==> src/rtl/trap_ctrl_pkg.sv <==
// -----------------------------------------------------------------------------
// trap_ctrl_pkg
//
// Shared definitions for the trap / MRET sequencer:
//   - trap_state_t : sequencer states
//   - trap_kind_t  : kind of event latched in the detection cycle
//   - CSR addresses for the machine-mode registers the sequencer touches
//   - mcause codes (interrupt bit 31 is always 0 here)
//   - mstatus bit-update helpers for trap entry and MRET
// -----------------------------------------------------------------------------
package trap_ctrl_pkg;

  typedef enum logic [2:0] {
    ST_IDLE        = 3'd0,
    ST_SAVE_EPC    = 3'd1,
    ST_SAVE_CAUSE  = 3'd2,
    ST_SAVE_TVAL   = 3'd3,
    ST_UPD_STATUS  = 3'd4,
    ST_MRET_STATUS = 3'd5,
    ST_REDIRECT    = 3'd6
  } trap_state_t;

  typedef enum logic [1:0] {
    KIND_ECALL   = 2'd0,
    KIND_EBREAK  = 2'd1,
    KIND_ILLEGAL = 2'd2,
    KIND_MRET    = 2'd3
  } trap_kind_t;

  // Machine-mode CSR addresses.
  localparam logic [11:0] CSR_MSTATUS = 12'h300;
  localparam logic [11:0] CSR_MTVEC   = 12'h305;
  localparam logic [11:0] CSR_MEPC    = 12'h341;
  localparam logic [11:0] CSR_MCAUSE  = 12'h342;
  localparam logic [11:0] CSR_MTVAL   = 12'h343;

  // Synchronous exception cause codes.
  localparam logic [31:0] CAUSE_ILLEGAL    = 32'd2;
  localparam logic [31:0] CAUSE_BREAKPOINT = 32'd3;
  localparam logic [31:0] CAUSE_ECALL_M    = 32'd11;

  // mstatus field positions.
  localparam int unsigned MSTATUS_MIE  = 3;
  localparam int unsigned MSTATUS_MPIE = 7;
  localparam int unsigned MSTATUS_MPP_LO = 11;
  localparam int unsigned MSTATUS_MPP_HI = 12;

  // Trap entry: stash MIE into MPIE, disable interrupts, record M as the
  // previous privilege. Every other bit passes through untouched.
  function automatic logic [31:0] mstatus_trap(input logic [31:0] status);
    logic [31:0] result;
    result = status;
    result[MSTATUS_MPIE] = status[MSTATUS_MIE];
    result[MSTATUS_MIE]  = 1'b0;
    result[MSTATUS_MPP_HI:MSTATUS_MPP_LO] = 2'b11;
    return result;
  endfunction

  // MRET: restore MIE from MPIE, set MPIE. MPP stays M because this core
  // implements machine mode only.
  function automatic logic [31:0] mstatus_mret(input logic [31:0] status);
    logic [31:0] result;
    result = status;
    result[MSTATUS_MIE]  = status[MSTATUS_MPIE];
    result[MSTATUS_MPIE] = 1'b1;
    result[MSTATUS_MPP_HI:MSTATUS_MPP_LO] = 2'b11;
    return result;
  endfunction

  // mcause value for a latched trap kind. MRET never writes mcause.
  function automatic logic [31:0] cause_of(input trap_kind_t kind);
    logic [31:0] result;
    case (kind)
      KIND_ECALL:   result = CAUSE_ECALL_M;
      KIND_EBREAK:  result = CAUSE_BREAKPOINT;
      KIND_ILLEGAL: result = CAUSE_ILLEGAL;
      default:      result = 32'd0;
    endcase
    return result;
  endfunction

endpackage : trap_ctrl_pkg

==> src/rtl/trap_ctrl.sv <==
// -----------------------------------------------------------------------------
// trap_ctrl
//
// Multi-cycle trap and MRET sequencer sitting between decode/execute and the
// CSR file. When an ecall, ebreak, illegal instruction or mret is seen in EX
// it stalls the pipeline, takes over the CSR file's single write port, walks
// through the required CSR updates and finishes with a PC redirect plus flush.
// While idle, the pipeline's Zicsr write is forwarded to the CSR file as-is.
//
// Ports
//   clk, rst           clock; asynchronous active-high reset
//   ex_valid           EX-stage instruction valid
//   ex_pc, ex_instr    PC and raw bits of the EX instruction
//   illegal_instr,
//   env_call,
//   break_point,
//   mret_instr         decoder event flags for the EX instruction
//   pipe_csr_we/
//   waddr/wdata        Zicsr write from the pipeline
//   csr_raddr          CSR file read address (0 when no read is needed)
//   csr_rdata          CSR file read data, combinational, same cycle
//   csr_we/waddr/wdata CSR file write port
//   stall              freeze IF/ID/EX (combinational, high in detection cycle)
//   flush              kill IF/ID/EX on the next edge
//   redirect_valid     load redirect_pc into the PC
//   redirect_pc        redirect target (word aligned)
//
// Trap path : IDLE -> SAVE_EPC -> SAVE_CAUSE -> SAVE_TVAL -> UPD_STATUS
//             -> REDIRECT -> IDLE
// MRET path : IDLE -> MRET_STATUS -> REDIRECT -> IDLE
// -----------------------------------------------------------------------------
module trap_ctrl
  import trap_ctrl_pkg::*;
(
  input  logic        clk,
  input  logic        rst,

  input  logic        ex_valid,
  input  logic [31:0] ex_pc,
  input  logic [31:0] ex_instr,
  input  logic        illegal_instr,
  input  logic        env_call,
  input  logic        break_point,
  input  logic        mret_instr,

  input  logic        pipe_csr_we,
  input  logic [11:0] pipe_csr_waddr,
  input  logic [31:0] pipe_csr_wdata,

  output logic [11:0] csr_raddr,
  input  logic [31:0] csr_rdata,
  output logic        csr_we,
  output logic [11:0] csr_waddr,
  output logic [31:0] csr_wdata,

  output logic        stall,
  output logic        flush,
  output logic        redirect_valid,
  output logic [31:0] redirect_pc
);

  trap_state_t state_q, state_d;
  trap_kind_t  kind_q,  kind_d;
  logic [31:0] pc_q,    pc_d;
  logic [31:0] tval_q,  tval_d;

  logic        event_detect;
  trap_kind_t  event_kind;
  logic [31:0] event_tval;

  // ---------------------------------------------------------------------------
  // Event detection (IDLE only). ECALL outranks illegal_instr because the
  // decoder also flags ECALL as illegal; it must still resolve to cause 11.
  // ---------------------------------------------------------------------------
  always_comb begin
    // NOTE: every signal written in a combinational block gets a default
    // first, otherwise a path that skips the assignment infers a latch.
    event_kind = KIND_ILLEGAL;
    event_tval = ex_instr;
    if (env_call) begin
      event_kind = KIND_ECALL;
      event_tval = 32'd0;
    end else if (break_point) begin
      event_kind = KIND_EBREAK;
      event_tval = ex_pc;
    end else if (mret_instr) begin
      event_kind = KIND_MRET;
      event_tval = 32'd0;
    end
  end

  assign event_detect = (state_q == ST_IDLE) && ex_valid &&
                        (env_call || break_point || mret_instr || illegal_instr);

  // ---------------------------------------------------------------------------
  // State register and event latches
  // ---------------------------------------------------------------------------
  always_ff @(posedge clk or posedge rst) begin
    // NOTE: sequential state uses non-blocking assignments so every register
    // samples its pre-edge inputs, independent of statement order.
    if (rst) begin
      state_q <= ST_IDLE;
      kind_q  <= KIND_ECALL;
      pc_q    <= 32'd0;
      tval_q  <= 32'd0;
    end else begin
      state_q <= state_d;
      kind_q  <= kind_d;
      pc_q    <= pc_d;
      tval_q  <= tval_d;
    end
  end

  // ---------------------------------------------------------------------------
  // Next-state logic. Events arriving while busy are ignored; the pending
  // instruction is removed by the flush at the end of the sequence.
  // ---------------------------------------------------------------------------
  always_comb begin
    state_d = state_q;
    kind_d  = kind_q;
    pc_d    = pc_q;
    tval_d  = tval_q;
    case (state_q)
      ST_IDLE: begin
        if (event_detect) begin
          kind_d  = event_kind;
          pc_d    = ex_pc;
          tval_d  = event_tval;
          state_d = (event_kind == KIND_MRET) ? ST_MRET_STATUS : ST_SAVE_EPC;
        end
      end
      ST_SAVE_EPC:    state_d = ST_SAVE_CAUSE;
      ST_SAVE_CAUSE:  state_d = ST_SAVE_TVAL;
      ST_SAVE_TVAL:   state_d = ST_UPD_STATUS;
      ST_UPD_STATUS:  state_d = ST_REDIRECT;
      ST_MRET_STATUS: state_d = ST_REDIRECT;
      ST_REDIRECT:    state_d = ST_IDLE;
      default:        state_d = ST_IDLE;
    endcase
  end

  // ---------------------------------------------------------------------------
  // Output logic
  // ---------------------------------------------------------------------------
  always_comb begin
    csr_raddr      = 12'd0;
    csr_we         = 1'b0;
    csr_waddr      = 12'd0;
    csr_wdata      = 32'd0;
    stall          = 1'b1;
    flush          = 1'b0;
    redirect_valid = 1'b0;
    redirect_pc    = 32'd0;

    case (state_q)
      ST_IDLE: begin
        // In the detection cycle the excepting instruction's own Zicsr write
        // is dropped; otherwise the pipeline owns the write port.
        stall = event_detect;
        if (!event_detect) begin
          csr_we    = pipe_csr_we;
          csr_waddr = pipe_csr_waddr;
          csr_wdata = pipe_csr_wdata;
        end
      end
      ST_SAVE_EPC: begin
        csr_we    = 1'b1;
        csr_waddr = CSR_MEPC;
        csr_wdata = {pc_q[31:2], 2'b00};
      end
      ST_SAVE_CAUSE: begin
        csr_we    = 1'b1;
        csr_waddr = CSR_MCAUSE;
        csr_wdata = cause_of(kind_q);
      end
      ST_SAVE_TVAL: begin
        csr_we    = 1'b1;
        csr_waddr = CSR_MTVAL;
        csr_wdata = tval_q;
      end
      ST_UPD_STATUS: begin
        csr_raddr = CSR_MSTATUS;
        csr_we    = 1'b1;
        csr_waddr = CSR_MSTATUS;
        csr_wdata = mstatus_trap(csr_rdata);
      end
      ST_MRET_STATUS: begin
        csr_raddr = CSR_MSTATUS;
        csr_we    = 1'b1;
        csr_waddr = CSR_MSTATUS;
        csr_wdata = mstatus_mret(csr_rdata);
      end
      ST_REDIRECT: begin
        // Only direct mtvec mode exists, so the low two bits are dropped for
        // both mtvec and mepc.
        csr_raddr      = (kind_q == KIND_MRET) ? CSR_MEPC : CSR_MTVEC;
        redirect_valid = 1'b1;
        flush          = 1'b1;
        redirect_pc    = {csr_rdata[31:2], 2'b00};
      end
      default: begin
        stall = 1'b0;
      end
    endcase

    // Outputs are quiet for the whole reset interval, including the
    // pipeline pass-through path.
    if (rst) begin
      csr_raddr      = 12'd0;
      csr_we         = 1'b0;
      csr_waddr      = 12'd0;
      csr_wdata      = 32'd0;
      stall          = 1'b0;
      flush          = 1'b0;
      redirect_valid = 1'b0;
      redirect_pc    = 32'd0;
    end
  end

endmodule : trap_ctrl

==> config.mk <==
export PLATFORM = sky130hd
export DESIGN_NAME = trap_ctrl
export DESIGN_NICKNAME = d
export VERILOG_FILES = /design/src/rtl/trap_ctrl_pkg.sv /design/src/rtl/trap_ctrl.sv
export SDC_FILE = /design/constraint.sdc
export NUM_CORES = 1
export LEC_CHECK = 0
export BUFFER_PORTS_ARGS = -buffer_cell sky130_fd_sc_hd__buf_2
export CELL_PAD_IN_SITES_DETAIL_PLACEMENT = 1
export CELL_PAD_IN_SITES_GLOBAL_PLACEMENT = 1
export CORE_MARGIN = 5
export CORE_UTILIZATION = 28
export CTS_CLUSTER_DIAMETER = 150
export DETAILED_ROUTE_END_ITERATION = 10
export GPL_TIMING_DRIVEN = 0
export PLACE_DENSITY = 0.8
export SETUP_SLACK_MARGIN = 0.05
export SYNTH_ARGS = -nofsm -noshare
export SYNTH_HDL_FRONTEND = slang
export SYNTH_SLANG_ARGS = --single-unit
==> constraint.sdc <==
create_clock -name clk -period 4.2 [get_ports clk]
set_clock_uncertainty 0.1 [all_clocks]
set_input_delay 0.21 -clock clk [delete_from_list [all_inputs] [get_ports clk]]
set_output_delay 0.21 -clock clk [all_outputs]
set_load 0.05 [all_outputs]
# == Word level (Yosys, flattened, before mapping) ==
# Index checks and enable logic that the tools add are counted.
# word_totals
reg_bits,69
word_cells,54
# op_classes
n_eq_ne,11
n_mux,28
n_reduce_logical,11
# ops
op,count
32-bit two-way mux,7
32-bit case mux with 6 select lines,1
12-bit case mux with 5 select lines,1
12-bit two-way mux,3
10-bit case mux with 2 select lines,1
3-bit case mux with 5 select lines,1
4-bit case mux with 3 select lines,1
3-bit equality test (second input constant),3
7-bit two-way mux,1
2-bit equality test (second input constant),3
3-bit by 2-bit equality test with 1-bit output (second input constant),2
1-bit two-way mux,6
3-bit two-way mux,2
6-bit OR reduction,1
5-bit OR reduction,1
2-bit two-way mux,2
1-bit case mux with 2 select lines,2
3-bit by 1-bit equality test with 1-bit output (second input constant),1
3-bit logical NOT,1
1-bit logical OR,3
2-bit by 1-bit equality test with 1-bit output (second input constant),1
1-bit logical AND,2
2-bit logical NOT,1
2-bit inequality test (second input constant),1
other kinds (2),2

# == Depth between registers and ports, before layout ==
# Gate-level depths: netlist (run 1).
# logic_depth
word_depth,7
mapped_depth,7
mapped_depth_nobuf,4

# == Least setup slack after synthesis (run 1) ==
# No wires, ideal clock.
# synth_timing
kind,input to output
start,input rst
end,output csr_raddr[9]
arrival_time_ns,3.393
slack_ns,0.497
stages,4
n_path_buf,2
path_cell_list,inv_1 clkbuf_1 and3_1 buf_4
# synth_via
elab_chain_cells,1
# synth_rtl
element,line,rtl
"start, declared",trap_ctrl.sv:36,"input logic rst,"
12-bit two-way mux,trap_ctrl.sv:208,if (rst) begin
"end, declared",trap_ctrl.sv:50,"output logic [11:0] csr_raddr,"
# Every way passes these cells.

# == Worst setup path in the final report (run 1) ==
# layout_timing
start,register state_q[2]
end,output csr_wdata[23]
# layout_via
elab_chain_cells,6
elab_cells_between_ends,11
classes_between,5 x eq/ne; 3 x mux; 3 x reduce/logical
# layout_rtl
element,line,rtl
"start, declared",trap_ctrl.sv:62,"trap_state_t state_q, state_d;"
"start signal, assigned",trap_ctrl.sv:107,state_q <= state_d;
3-bit logical NOT,"trap_ctrl.sv:92, trap_ctrl.sv:155",
1-bit logical AND (2 in series),trap_ctrl.sv:92,assign event_detect = (state_q == ST_IDLE) && ex_valid &&
32-bit two-way mux,trap_ctrl.sv:160,if (!event_detect) begin
32-bit case mux with 6 select lines *,trap_ctrl.sv:155,case (state_q)
32-bit two-way mux *,trap_ctrl.sv:208,
"end, declared",trap_ctrl.sv:54,"output logic [31:0] csr_wdata,"
# Every way passes the cells marked *; elsewhere a longest branch is shown, timed or not.

==> flow_metrics.tcl, run 1 <==
set metrics [dict create \
    postCtsSetupRepairBufs 0 \
    num-fill-cells 1883 \
    rr_endpoint "kind_q[0]" \
    clk_path_buf_depth 2 \
    end_kind "output pin" \
    ys_async_sr_fraction_pct 100.0 \
    ys_types 38 \
    setup_tns_ps 0 \
    grt_pass1_wl_um 28090 \
    hold_path_end "pc_q[12]" \
    grt_overflow 0 \
    layout.cells.non_filler 909 \
    antenna_found_initial 4 \
    slew_violations 0 \
    grt_pass1_vias 5051 \
    yosys.area.top_type_share_pct 39.22 \
    min_from "ex_pc[12]" \
    critPathArrivalTime_ps 2620 \
    relSlewSlack_pct 46.85 \
    setup-violations-final 0 \
    critPathLaunchType "flop" \
    path_class "reg -> out" \
    cts_hold_buffers 1 \
    num-nets-final 864 \
    rrSetupSlack_ps 2300 \
    power_per_cell_area_nw_per_um2 699.4 \
    numClockSinks 67 \
    min_period_over_period_pct 69.75 \
    fp.coreArea_um2 15090 \
    portBuffers 228 \
    numCtsBuffers 9 \
    routed_wl_um 18280 \
    period_needed_ps 2930 \
    vias 4566 \
    insertion_delay_ps 330 \
    hold_depth 2 \
    netlist_top_cells_count "dfrtp_1, nor2_1, nand2_1, o31ai_1, and2_1" \
    setup_ws_ps 1270 \
    h-tree-depth 3 \
    multiInputGateArea_um2 2303 \
    place_congestion 0.7586 \
    rows 45 \
    chipHeight_um 133.6 \
    seq_area_frac_synth_pct 39.22 \
    tritoncts "yes" \
    drive_gt1_share_pct 41.94 \
    worstRegToRegCells 7 \
    required_ps 3890 \
    synthesis.area_um2 4275 \
    min_path_type "in -> reg" \
    cts.clk_slew.worst_paths_ps 50 \
    worstPathMaxFanout 10 \
    die_area_um2 17840 \
    max_cap_viol_count 0 \
    yosysWarningCount 0 \
    synth_largest_area_cell "dfrtp_1" \
    ys_ff_latch 67 \
    ant_nets 0 \
    cts_resized 0 \
    grt_max_degree 48 \
    report.final.hold_viol_count 0 \
    firstDrtPassIters 4 \
    cts_root_buf "clkbuf_16" \
    drc 0 \
    worst_slew_pin_slew_ps 797.3 \
    ys_top_cells_by_area "dfrtp_1, mux2i_1, mux2_2, o31ai_1, a221oi_1" \
    ys.flop_type "dfrtp_1" \
    synth_edf_count 0 \
    wire_per_inst_um 20.11 \
    rr_startpoint "state_q[0]" \
    synthCells 467 \
    clock.fmax_ghz 0.3413 \
    grtUsageTotal_pct 20.13 \
    area_growth_pct 40.04 \
    die_w_um 133.6 \
    rsz0062_at_grt "false" \
    via_per_inst 5.023 \
    synth_most_common_cell "dfrtp_1" \
    power.leakage_nw 3.081 \
    start_util_pct 28.33 \
    outcome "complete, no violations" \
    dp_hpwl_um 14090 \
    dp_cells 892 \
    dr.first_iter.drc_count 216 \
    irDropWorstVdd_mv 0.2322 \
    seqCellArea_um2 1677 \
    io_pins 240 \
    place_ws_ps 1626 \
    synth_area_per_cell_um2 9.155 \
]
cell usage in the layout, fill, tap and decap left out, types with 2 or more instances in the layout:
cell type,count
buf_2,239
a31oi_1,2
a21o_1,3
clkinv_2,3
o31ai_1,34
nor2_1,66
and2_1,33
clkbuf_16,9
conb_1,9
and3_1,9
nand2_1,43
nor3_1,3
mux2_2,24
mux2_1,6
buf_4,21
clkbuf_1,26
a22oi_1,32
a221oi_1,29
a21oi_1,8
nor2b_1,3
o21ai_0,3
dfrtp_1,67
mux2i_1,27
worst max-delay path by stage:
stage	slack [ps]	cells past startpoint	from	endpoint
2_1_floorplan	500	4	rst	csr_raddr[9]
3_3_place_gp	-540	6	rst	csr_waddr[9]
3_5_place_dp	1630	8	state_q[0]	csr_wdata[10]
4_1_cts	1270	8	state_q[0]	csr_wdata[10]
5_1_grt	1090	8	state_q[0]	csr_wdata[10]
6_report	1270	7	state_q[2]	csr_wdata[23]
kinds of logic after synthesis:
| group | count (synthesis) | synth area share (%) |
|---|---|---|
| buffers and inverters | 60 | 7.609 |
| other | 1 | 0.08771 |
| XOR/XNOR | 1 | 0.2049 |
| AND/OR/NAND/NOR | 165 | 18.00 |
| multiplexers | 57 | 14.22 |
| AO/OA/AOI/OAI | 116 | 20.66 |
| flip-flops | 67 | 39.22 |
report_power, final:
part / switching (mW) / leakage [nW] / internal, mW
logic: 1.55 / 2.10 / 0.807
registers: 0.180 / 0.846 / 0.976
clock network: 0.266 / 0.132 / 0.409
total: 2.00 / 3.08 / 2.19
metrics by stage:
stage,util [%],area [um2],hold WS [ps],power [mW]
finish,39.68,5987,13.82,4.187
global route,39.68,5987,10.93,4.470
CTS,39.66,5984,3.603,4.229
detailed placement,37.86,5713,324.8,3.535
global placement,37.65,5682,341.5,3.464
floorplan,-,4305,241.7,2.874
registers in the layout (all words and copies together) (netlist names):
register and count:
kind_q 2, tval_q 32, pc_q 30, state_q 3
final cells by class:
| type | instances | share of cell area [%] |
|---|---|---|
| inverter | 1 | 0.06270 |
| sequential | 67 | 28.00 |
| buffer | 59 | 5.434 |
| clock inverter | 3 | 0.2508 |
| clock buffer | 12 | 4.117 |
| tap | 188 | 3.929 |
| antenna | 1 | 0.04180 |
| timing repair buffer | 230 | 19.69 |
| multi-input combinational | 348 | 38.47 |
critical path: stages, from the launching register on:
cell	delay (ps)
dfrtp_1	360
buf_2	230
nor2b_1	180
buf_2	300
clkbuf_1	620
a221oi_1	170
nor2_1	140
buf_2	280
layer usage:
layer	up-vias	share of wire [%]	track usage [%]
met2	163	49	34.76
met5	-	0.077	0
met1	2195	43	25.22
li1	2184	-	-
met4	4	1.4	4.914
met3	20	6.8	5.098
No activity file was read; power rests on OpenSTA's default activity.
==> run 2: changes to the inputs <==
clock period = 3.1 ns   (was 4.2 ns; I/O delays follow)
==> flow_metrics.tcl, run 2 (synthesis results as in run 1) <==
set metrics [dict create \
    pwr-share-seq_pct 26.3 \
    grt_overflow 0 \
    end_kind "output pin" \
    irDropWorstVdd_mv 0.3489 \
    power.share.combinational_pct 54.6 \
    routed_wl_um 18930 \
    required_ps 2840 \
    rr_endpoint "tval_q[15]" \
    final_cell_mix "buf_2, dfrtp_1, nor2_1" \
    grtUsageTotal_pct 20.85 \
    top_usage_layer "met2" \
    setup-violations-final 0 \
    area_growth_pct 48.52 \
    largest_reg_flops 32 \
    startpoint "state_q[2]" \
    grt_pass1_vias 5284 \
    die_area_um2 17840 \
    portBuffers 228 \
    wire_per_inst_um 20.11 \
    max_cap_viol_count 0 \
    dp_hpwl_um 14360 \
    ant_nets 0 \
    rows 45 \
    numClockSinks 67 \
    switching_share_pct 46.24 \
    fp.coreArea_um2 15090 \
    use_met1_pct 25.09 \
    min_path_type "in -> reg" \
    rsz0062_at_grt "false" \
    hold_ws_ps 2.995 \
    worstRegToRegCells 7 \
    rr_startpoint "state_q[0]" \
    p_switching_mw 2.743 \
    place_congestion 0.7896 \
    hold_path_end "pc_q[31]" \
    rrSetupSlack_ps 1130 \
    vias 4793 \
    grt_pass1_wl_um 29300 \
    io_pins 240 \
    cts.clk_slew.worst_paths_ps 50 \
    setup_tns_ps 0 \
    power_per_cell_area_nw_per_um2 934.0 \
    min_period_over_period_pct 88.72 \
    grt_max_degree 41 \
    insertion_delay_ps 320 \
    p_clk_share_pct 19.1 \
    cts_root_buf "clkbuf_16" \
    path_class "reg -> out" \
    layout.cells.non_filler 941 \
    start_util_pct 28.33 \
    dp_cells 892 \
    worst_slew_pin_slew_ps 849.4 \
    drive_gt1_share_pct 41.07 \
    grtUsageMet3_pct 5.325 \
    firstDrtPassIters 6 \
    min_from "ex_pc[31]" \
    h-tree-depth 3 \
    critPathLaunchType "flop" \
    num-fill-cells 1870 \
    period_needed_ps 2750 \
    clk_path_buf_depth 2 \
    met2_usage_pct 37.10 \
    intPower_mw 3.188 \
    chipHeight_um 133.6 \
    reg_top3 "tval_q x32, pc_q x30, state_q x3" \
    tritoncts "yes" \
    clock.fmax_ghz 0.3636 \
    die_w_um 133.6 \
    numCtsBuffers 9 \
    relSlewSlack_pct 43.37 \
    dr.first_iter.drc_count 203 \
    num-nets-final 893 \
    report.final.hold_viol_count 0 \
    critPathArrivalTime_ps 2500 \
    slew_violations 0 \
    hold_depth 2 \
    largest_register "tval_q" \
    outcome "complete, no violations" \
    power.leakage_nw 3.238 \
    worstPathMaxFanout 10 \
    drc 0 \
    via_per_inst 5.094 \
    antenna_found_initial 3 \
    layout_commonest_cell "buf_2" \
]
==> run 2: what timing repair did <==
item / 4_1_cts / 5_1_grt
endpoints found under the setup margin: 0 / 7
hold buffers: 30 / 0
resized for setup: 0 / 4
hold endpoints to repair: 63 / 0
setup buffers: 0 / 0
==> run 2: worst max-delay path, stage by stage, from the launching register on <==
cell and delay (ps):
dfrtp_1 360, buf_2 210, nor2b_1 170, buf_2 280, clkbuf_1 510, nand2_1 120
a31oi_1 220, buf_2 300
==> run 2: layout make-up <==
cell class	instances	area [um2]	share of cell area, %
Tap cell	188	235.2	3.704
Clock inverter	5	75.07	1.182
Buffer	59	327.8	5.163
Multi-Input combinational cell	348	2310	36.37
Inverter	1	3.754	0.05911
Clock buffer	11	252.7	3.980
Sequential cell	67	1677	26.40
Antenna cell	3	7.507	0.1182
Timing Repair Buffer	259	1461	23.01
==> run 2: metal layers <==
layer | wire length [um] | part of all wire (%)
met1 | 7962 | 42
met2 | 9327 | 49
met3 | 1270 | 6.7
met5 | 18 | 0.095
met4 | 346 | 1.8
==> run 2: power by group through the flow <==
stage          combinational (mW)  sequential, mW  clock, mW
6_report                     3.24            1.56       1.13
4_1_cts                      3.25            1.56       1.15
3_5_place_dp                 3.21            1.58          0
5_1_grt                      3.50            1.61       1.18
2_1_floorplan                2.41            1.49          0
3_3_place_gp                 3.14            1.55          0
==> run 2: how the worst max path moves through the flow <==
| stage | endpoint | cells after the start |
|---|---|---|
| after floorplan | redirect_valid | 5 |
| after global placement | csr_raddr[9] | 6 |
| after detailed placement | csr_wdata[22] | 8 |
| after CTS | csr_wdata[22] | 8 |
| after global routing | csr_wdata[0] | 7 |
| final | csr_wdata[0] | 7 |
==> run 2: metrics by stage <==
step	instance area, um2	setup slack, ps	power (mW)	utilization (%)
2_1_floorplan	4313	406.5	3.897	-
3_5_place_dp	5712	573.1	4.786	37.85
3_3_place_gp	5689	302.0	4.689	37.70
4_1_cts	6340	213.8	5.962	42.01
5_1_grt	6347	204.7	6.294	42.06
6_report	6350	349.5	5.931	42.08
